==> src/rtl/scan_enc_pkg.sv <==
// scan_enc_pkg: shared types and helpers for priority_scan_encoder.
// Holds the FSM state encoding and the index-width calculation so the
// top and any checker bound to it agree on both.
package scan_enc_pkg;

  // FSM state encoding; the numeric values are visible on state_dbg.
  typedef enum logic [1:0] {
    ST_IDLE  = 2'd0,
    ST_SCAN  = 2'd1,
    ST_EMPTY = 2'd2
  } scan_state_e;

  // Index width: enough bits to name every bit position, never below 1.
  function automatic int calc_idx_w(input int width);
    if (width <= 1) begin
      return 1;
    end
    return $clog2(width);
  endfunction

endpackage

==> src/rtl/first_one_finder.sv <==
// first_one_finder: combinational lowest-set-bit locator.
// Returns the index of the lowest set bit of vec_i (0 when none is set)
// and a one-hot mask selecting that bit (all zero when none is set).
module first_one_finder #(
  parameter int WIDTH = 16,
  parameter int IDX_W = 4
) (
  input  logic [WIDTH-1:0] vec_i,
  output logic [IDX_W-1:0] idx_o,
  output logic [WIDTH-1:0] onehot_o
);

  // Walk from the top down so the lowest set bit is the last one written.
  always_comb begin
    idx_o = '0;
    for (int i = WIDTH - 1; i >= 0; i--) begin
      if (vec_i[i]) begin
        idx_o = IDX_W'(i);
      end
    end
  end

  // Two's-complement trick isolates the lowest set bit.
  assign onehot_o = vec_i & (~vec_i + WIDTH'(1));

endmodule

==> src/rtl/priority_scan_encoder.sv <==
// priority_scan_encoder: captures one status vector and streams the index
// of every bit equal to ENCODED_VAL, one index per out_valid/out_ready
// handshake, lowest-first (MSB_FIRST=0) or highest-first (MSB_FIRST=1).
//
// Handshake rules: a vector is taken on a clock edge where in_valid and
// in_ready are both high; an index is consumed on an edge where out_valid
// and out_ready are both high. While out_valid is high and out_ready is
// low, encoded_out/out_last/none_found hold their values. flush overrides
// both handshakes and nothing is taken or consumed on that edge.
//
// Optional feature: define SCAN_ENC_MATCH_COUNT_EN to add the match_count
// output (popcount of the match mask, captured at accept).
module priority_scan_encoder
  import scan_enc_pkg::*;
#(
  parameter int INPUT_WIDTH = 16,
  parameter int ENCODED_VAL = 0,
  parameter int MSB_FIRST   = 0,
  localparam int IDX_W      = calc_idx_w(INPUT_WIDTH)
) (
  input  logic                   clk,
  input  logic                   rst_n,
  input  logic                   flush,
  input  logic                   in_valid,
  output logic                   in_ready,
  input  logic [INPUT_WIDTH-1:0] data_in,
  output logic                   out_valid,
  input  logic                   out_ready,
  output logic [IDX_W-1:0]       encoded_out,
  output logic                   out_last,
  output logic                   none_found,
  output logic                   busy,
`ifdef SCAN_ENC_MATCH_COUNT_EN
  output logic [$clog2(INPUT_WIDTH+1)-1:0] match_count,
`endif
  output logic [1:0]             state_dbg
);

  scan_state_e            state_q, state_d;
  logic [INPUT_WIDTH-1:0] pending_q, pending_d;
  logic [INPUT_WIDTH-1:0] match_mask;
  logic [INPUT_WIDTH-1:0] scan_vec;
  logic [INPUT_WIDTH-1:0] ff_onehot;
  logic [INPUT_WIDTH-1:0] clr_mask;
  logic [IDX_W-1:0]       ff_idx;
  logic [IDX_W-1:0]       cur_idx;
  logic                   single_left;

  // Bits that count as a match become ones in the mask.
  assign match_mask = (ENCODED_VAL != 0) ? data_in : ~data_in;

  // Highest-first order reuses the lowest-first finder on a bit-reversed view.
  generate
    if (MSB_FIRST != 0) begin : g_msb_first
      for (genvar i = 0; i < INPUT_WIDTH; i++) begin : g_rev
        assign scan_vec[i] = pending_q[INPUT_WIDTH-1-i];
        assign clr_mask[i] = ff_onehot[INPUT_WIDTH-1-i];
      end
      assign cur_idx = IDX_W'(INPUT_WIDTH - 1) - ff_idx;
    end else begin : g_lsb_first
      assign scan_vec = pending_q;
      assign clr_mask = ff_onehot;
      assign cur_idx  = ff_idx;
    end
  endgenerate

  first_one_finder #(
    .WIDTH (INPUT_WIDTH),
    .IDX_W (IDX_W)
  ) u_finder (
    .vec_i    (scan_vec),
    .idx_o    (ff_idx),
    .onehot_o (ff_onehot)
  );

  // Exactly one match left when clearing the lowest set bit empties the mask.
  assign single_left = ((pending_q & (pending_q - INPUT_WIDTH'(1))) == '0);

  // Next-state logic: flush first, then the handshake of the current state.
  always_comb begin
    state_d   = state_q;
    pending_d = pending_q;
    if (flush) begin
      state_d   = ST_IDLE;
      pending_d = '0;
    end else begin
      case (state_q)
        ST_IDLE: begin
          if (in_valid) begin
            pending_d = match_mask;
            state_d   = (|match_mask) ? ST_SCAN : ST_EMPTY;
          end
        end
        ST_SCAN: begin
          if (out_ready) begin
            pending_d = pending_q & ~clr_mask;
            if (single_left) begin
              state_d = ST_IDLE;
            end
          end
        end
        ST_EMPTY: begin
          if (out_ready) begin
            state_d = ST_IDLE;
          end
        end
        default: begin
          state_d   = ST_IDLE;
          pending_d = '0;
        end
      endcase
    end
  end

  // State and pending-mask registers with synchronous active-low reset.
  always_ff @(posedge clk) begin
    if (!rst_n) begin
      state_q   <= ST_IDLE;
      pending_q <= '0;
    end else begin
      state_q   <= state_d;
      pending_q <= pending_d;
    end
  end

  // Outputs come only from registered state, never from data_in.
  assign in_ready    = (state_q == ST_IDLE);
  assign busy        = (state_q != ST_IDLE);
  assign out_valid   = (state_q == ST_SCAN) || (state_q == ST_EMPTY);
  assign none_found  = (state_q == ST_EMPTY);
  assign encoded_out = (state_q == ST_SCAN) ? cur_idx : '0;
  assign out_last    = ((state_q == ST_SCAN) && single_left) || (state_q == ST_EMPTY);
  assign state_dbg   = state_q;

`ifdef SCAN_ENC_MATCH_COUNT_EN
  localparam int CNT_W = $clog2(INPUT_WIDTH + 1);

  logic [CNT_W-1:0] count_q, count_d, mask_pop;

  // Popcount of the incoming match mask.
  always_comb begin
    mask_pop = '0;
    for (int i = 0; i < INPUT_WIDTH; i++) begin
      mask_pop = mask_pop + CNT_W'(match_mask[i]);
    end
  end

  // Count is loaded on accept, held otherwise, cleared by flush.
  always_comb begin
    count_d = count_q;
    if (flush) begin
      count_d = '0;
    end else if ((state_q == ST_IDLE) && in_valid) begin
      count_d = mask_pop;
    end
  end

  // Match-count register.
  always_ff @(posedge clk) begin
    if (!rst_n) begin
      count_q <= '0;
    end else begin
      count_q <= count_d;
    end
  end

  assign match_count = count_q;
`endif

endmodule

==> config.mk <==
export PLATFORM = sky130hd
export DESIGN_NAME = priority_scan_encoder
export DESIGN_NICKNAME = d
export VERILOG_FILES = /design/src/rtl/scan_enc_pkg.sv /design/src/rtl/first_one_finder.sv /design/src/rtl/priority_scan_encoder.sv
export SDC_FILE = /design/constraint.sdc
export NUM_CORES = 1
export LEC_CHECK = 0
export BUFFER_PORTS_ARGS = -buffer_cell sky130_fd_sc_hd__buf_4
export CORE_ASPECT_RATIO = 1.4
export CORE_MARGIN = 4
export CORE_UTILIZATION = 35
export DETAILED_ROUTE_END_ITERATION = 12
export PLACE_DENSITY = 0.67
export SYNTH_ARGS = -nofsm -noshare
export SYNTH_HDL_FRONTEND = slang
export SYNTH_SLANG_ARGS = --single-unit
==> constraint.sdc <==
create_clock -name clk -period 4 [get_ports clk]
set_input_delay 0.2 -clock clk [delete_from_list [all_inputs] [get_ports clk]]
set_output_delay 0.2 -clock clk [all_outputs]
set_load 0.05 [all_outputs]
# After elaboration in Yosys (flattened, before gate mapping)
# Cells that the tools add are included.
# word_totals
regBits	18
latchBits	0
ram_bits	0
mem_bits_ro	0
output_inout_bits	11
elab_cells	54
n_memories	0
# classes
add_sub_neg	2
multipliers	0
n_div	0
magnitude_cmp	0
eq_ne	6
shift	0
mux	26
bitwise_logic	8
reduce_logical	10
# op_table
op	n
4-bit two-way mux	17
16-bit AND	3
16-bit NOT	3
16-bit case mux with 3 select lines	1
16-bit two-way mux	2
16-bit by 1-bit adder with 16-bit output (second input constant)	1
16-bit logical NOT	1
16-bit OR reduction	1
16-bit by 1-bit subtractor with 16-bit output (second input constant)	1
2-bit two-way mux	5
2-bit != test (second input constant)	4
2-bit case mux with 3 select lines	1
4-bit AND reduction	1
3-bit AND reduction	1
2-bit by 1-bit == test with 1-bit output (second input constant)	1
2-bit == test (second input constant)	1
2-bit logical NOT	1
1-bit logical OR	2
1-bit NOT	2
2-bit nonzero test	1
2-bit OR reduction	1
1-bit logical AND	1

# Longest topological paths before layout
# logic_depth
ltp_word	17
ltp_mapped	10
mapped_depth_nobuf	9

# Hierarchy
# A second synthesis with hierarchy kept.
# unflattened
hier_cells	195
hier_area_um2	1381.3
# modules_own_cells
mod	instances	cells_each	area_each_um2	seq_area_each_um2
priority_scan_encoder	1	141	1049.8	360.3
first_one_finder	1	54	331.6	0.0

# Worst setup path before layout
# No wires, ideal clock.
# synth_timing
kind	reg-to-reg
from	reg state_q[0], in the netlist state_dbg[0]
to	reg state_q[0], in the netlist state_dbg[0]
setup_ns	0.092
arrival_ns	2.678
t_required_ns	3.908
setup_slack_ns	1.230
stages_incl_launch_ff	11
synth_period_minus_slack_ns	2.770
path_cell_list	dfxtp_1 > inv_1 > ha_1 > inv_1 > nor2_1 > nor3_1 > buf_2 > a21oi_1 > nor3_1 > o21ai_0 > o32ai_1
# synth_via
elab_chain_len	3
# synth_rtl
item	line_no	text
start, declared	priority_scan_encoder.sv:39	scan_state_e state_q, state_d;
start signal, assigned	priority_scan_encoder.sv:121	state_q <= state_d;
2-bit logical NOT (*)	-	
named net in_ready	priority_scan_encoder.sv:25	output logic in_ready,
2-bit != test (no source line)	-	
4-bit AND reduction (no source line)	-	
# The timed path passes the listed nets; every way through them passes the cells marked *.
# A chain may end at the register's enable or synchronous reset.

# Worst setup path after layout
# layout_timing
from	reg pending_q[1]
to	out out_last
# layout_via
elab_chain_len	5
# layout_rtl
item	line_no	text
start, declared	priority_scan_encoder.sv:40	logic [INPUT_WIDTH-1:0] pending_q, pending_d;
start signal, assigned	priority_scan_encoder.sv:122	pending_q <= pending_d;
16-bit by 1-bit subtractor with 16-bit output	priority_scan_encoder.sv:77	assign single_left = ((pending_q & (pending_q - INPUT_WIDTH'(1))) == '0);
16-bit AND (*)	priority_scan_encoder.sv:77	
16-bit logical NOT (*)	priority_scan_encoder.sv:77	
1-bit logical AND (*)	priority_scan_encoder.sv:132	assign out_last = ((state_q == ST_SCAN) && single_left) || (state_q == ST_EMPTY);
1-bit logical OR (*)	priority_scan_encoder.sv:132	
end, declared	priority_scan_encoder.sv:30	output logic out_last,
# Every way passes the cells marked *; elsewhere a longest branch is shown, timed or not.

==> impl_summary.log <==
[metrics] minimum period implied by the final worst setup slack: 2770 ps
[metrics] maximum buffer depth of the clock tree: 2
[metrics] Finish-stage setup viols: 0
[metrics] synth top area cells: dfxtp_1 29%, nor2_1 12%, a21oi_1 8.7%
[metrics] worst setup path startpoint: pending_q[1]$_SDFFE_PP0P_
[metrics] detailed-placement wirelength estimate: 2.84 mm
[metrics] most used standard cells in the synthesized netlist: 42 x nor2_1, 22 x a21oi_1, 20 x nand2_1
[metrics] cts repair resizes: 0
[metrics] share of the core filled with cells in the final layout: 45.5%
[metrics] effective utilization at floorplan: 36.7%
[metrics] last weighted congestion value of the routability-driven placer: 0.887
[metrics] net load switching power: 190 µW
[metrics] part of the power in registers: 37.9%
[metrics] average cell area after synthesis: 6.82 µm²
[metrics] internal power: 340 µW
[metrics] setup repair after global routing missed its margin: false
[metrics] final-layout setup total negative slack: 0 ps
[metrics] wire length of the first global-routing pass: 6.43 mm
[metrics] aggregate routed wire length: 3.72 mm
[metrics] cell row count: 25
[metrics] dominant cell type by area after synthesis: dfxtp_1
[metrics] Static Leak: 0.000659 µW
[metrics] share of the synthesized area in the top cell type: 28.5%
[metrics] TritonCTS Sinks: 18
[metrics] most instantiated library cell after synthesis: nor2_1
[metrics] number of nets at the end of the flow: 236
[metrics] Die Wd: 58.8 µm
[metrics] peak supply drop: 0.164 mV
[metrics] antenna cell count: 0
[metrics] pin count of the biggest net entering global routing: 20
[metrics] Iteration-0 DRC Markers: 57
[metrics] critical register-to-register path startpoint: state_dbg[1]$_SDFFE_PP0P_
[metrics] number of hold violations in the final report: 0
[metrics] DRC: 0
[metrics] clock transition at the register clock pins on the worst setup and hold paths after CTS: 70 ps
[metrics] Primary FF master, synth: dfxtp_1
[metrics] via count: 1,425
[metrics] number of top-level pins: 32
[metrics] number of global-route vias before repair: 1,465
[metrics] headroom to the max-slew limit: 52.5%
[metrics] Distinct cells, synth: 39
[metrics] number of antenna violations at the first check in global routing: 0
[metrics] share of async-settable or async-resettable flops after synthesis: 0%
[metrics] area inside the core boundary: 0.00344 mm²
[metrics] Layout fillers: 373
[metrics] CTS buffer count: 3
[metrics] Synth Register Bits: 18
[metrics] Post-Syn Area: 0.00126 mm²
[metrics] total number of yosys warnings: 0
[metrics] worst endpoint data arrival time: 2570 ps
[metrics] die area: 0.00465 mm²
[metrics] post-synthesis cell count: 185
[metrics] critical path start-end classification: reg -> out
[metrics] total track usage: 17.7%
[metrics] routed length per placed instance: 14.8 µm
[metrics] sequential area share after synthesis: 28.5%
[metrics] final max-slew violation count: 0
[metrics] switching part of the total: 35.8%
[metrics] worst-margin pin slew: 712 ps
[metrics] growth of design area from synthesis to finish: 24.0%
[metrics] combinational cell fraction of total power: 33.3%
[metrics] clock group share of total power: 28.7%
[metrics] CTS tree: built
[metrics] fraction of final layout cells with drive strength greater than 1: 21.8%
[metrics] remaining antenna violation count after routing: 0
[metrics] H-Tree Depth: 1
[metrics] number of buffers inserted to repair setup after CTS: 0
[metrics] final global-route overflow total: 0
[metrics] CTS Root Cell: clkbuf_8
[metrics] Port-buffer cells: 31
[metrics] number of detailed-routing iterations run before antenna repair: 4
[metrics] post-DR vias/cell: 5.68
[metrics] Required @ worst endpoint: 3800 ps
[metrics] largest fanout on the critical path: 9
[metrics] outcome: finished, final reports clean
[metrics] nature of the critical path startpoint: flip-flop
[metrics] y dimension of the die: 79.1 µm
[metrics] HP Start: data_in[14]
[metrics] share of the clock period used by the worst path: 69.2%
[metrics] count of max-cap constraint violations: 0
[metrics] clock latency on the worst-skew pair: 260 ps
[metrics] total power per unit cell area: 338 mW/mm²
[metrics] max frequency: 0.361 GHz
[metrics] endpoint type of the worst setup path: output port
[metrics] count of hold buffers inserted by post-cts repair: 0
[metrics] clock skew after layout: 3.02 ps
[metrics] total nets after synthesis: 209
[metrics] EDFF count, synth: 0
[metrics] path category of the worst min-delay check: in -> reg
[path summary, 6_finish.rpt]
path | to | slack [ps] | cells past startpoint
setup / recovery | out_last | 1230 | 7
hold / removal | pending_q[14]$_SDFFE_PP0P_ | 230 | 4
setup reg to reg | pending_q[12]$_SDFFE_PP0P_ | 1380 | 10
hold reg to reg | state_dbg[0]$_SDFFE_PP0P_ | 570 | 2
[flip-flops by register name (all words and copies together), names as in the netlist]
signal and count:
pending_q 16, state_dbg 2
[power groups by stage]
stage	Combinational [µW]	Clock, µW	Sequential [µW]
global route	198	166	202
global placement	176	0	205
finish	176	152	201
CTS	176	155	200
detailed placement	175	0	205
floorplan	124	0	202
[cell usage in the layout, fill, tap and decap left out, types with 2 or more instances in the layout]
master / synthesis / final
nand4_1: 6 / 6
o32ai_1: 2 / 2
clkbuf_8: 0 / 4
nor3_2: 1 / 2
dfxtp_1: 18 / 18
inv_1: 9 / 9
o31ai_1: 3 / 3
nand3b_1: 2 / 2
nor4_2: 2 / 2
nand2b_1: 5 / 5
o21ai_0: 9 / 9
o22ai_1: 3 / 3
nor2b_1: 2 / 2
nor2_1: 42 / 42
a21oi_1: 22 / 22
nand3_1: 2 / 2
nand2_1: 20 / 20
ha_1: 3 / 3
nor3_1: 6 / 5
buf_4: 0 / 32
a211oi_1: 2 / 2
[cell type report]
cell class | instances | area, µm² | share of cell area (%)
Clock buffer | 4 | 55.1 | 3.52
Inverter | 9 | 33.8 | 2.16
Multi-Input combinational cell | 148 | 826 | 52.8
Sequential cell | 18 | 360 | 23.0
Tap cell | 40 | 50.0 | 3.20
Timing Repair Buffer | 32 | 240 | 15.3
[kinds of logic after synthesis]
group | after synthesis | share of synthesized area (%)
AND/OR/NAND/NOR | 93 | 36.0
AO/OA/AOI/OAI | 51 | 25.3
buffers and inverters | 19 | 6.44
flip-flops | 18 | 28.5
adder cells (fa/ha/maj) | 4 | 3.77
[per-stage QoR]
stage / power (µW) / setup slack, ps / std cells / cell area [µm²] / hold slack [ps]
after floorplan: 326 / 1230 / 185 / 1260 / 383
after global placement: 380 / 1500 / 247 / 1510 / 497
after detailed placement: 380 / 1400 / 247 / 1510 / 508
after CTS: 532 / 1230 / 251 / 1570 / 234
after global routing: 566 / 1090 / 251 / 1570 / 256
final: 529 / 1230 / 251 / 1570 / 233
[critical path, stage by stage, from the launching register on]
cell	delay (ps)
dfxtp_1	410
nor4_4	520
nand3_2	230
o41ai_2	360
nand4_1	190
nor3_2	240
a21o_2	170
buf_4	180
[layer usage]
metal,track usage [%],vias up,routed length [µm]
met1,22.7,647,1610
met5,0,-,0
met2,27.9,63,1710
li1,-,704,-
met4,9.75,0,116
met3,2.44,11,287
No activity file was read; power rests on OpenSTA's default activity.
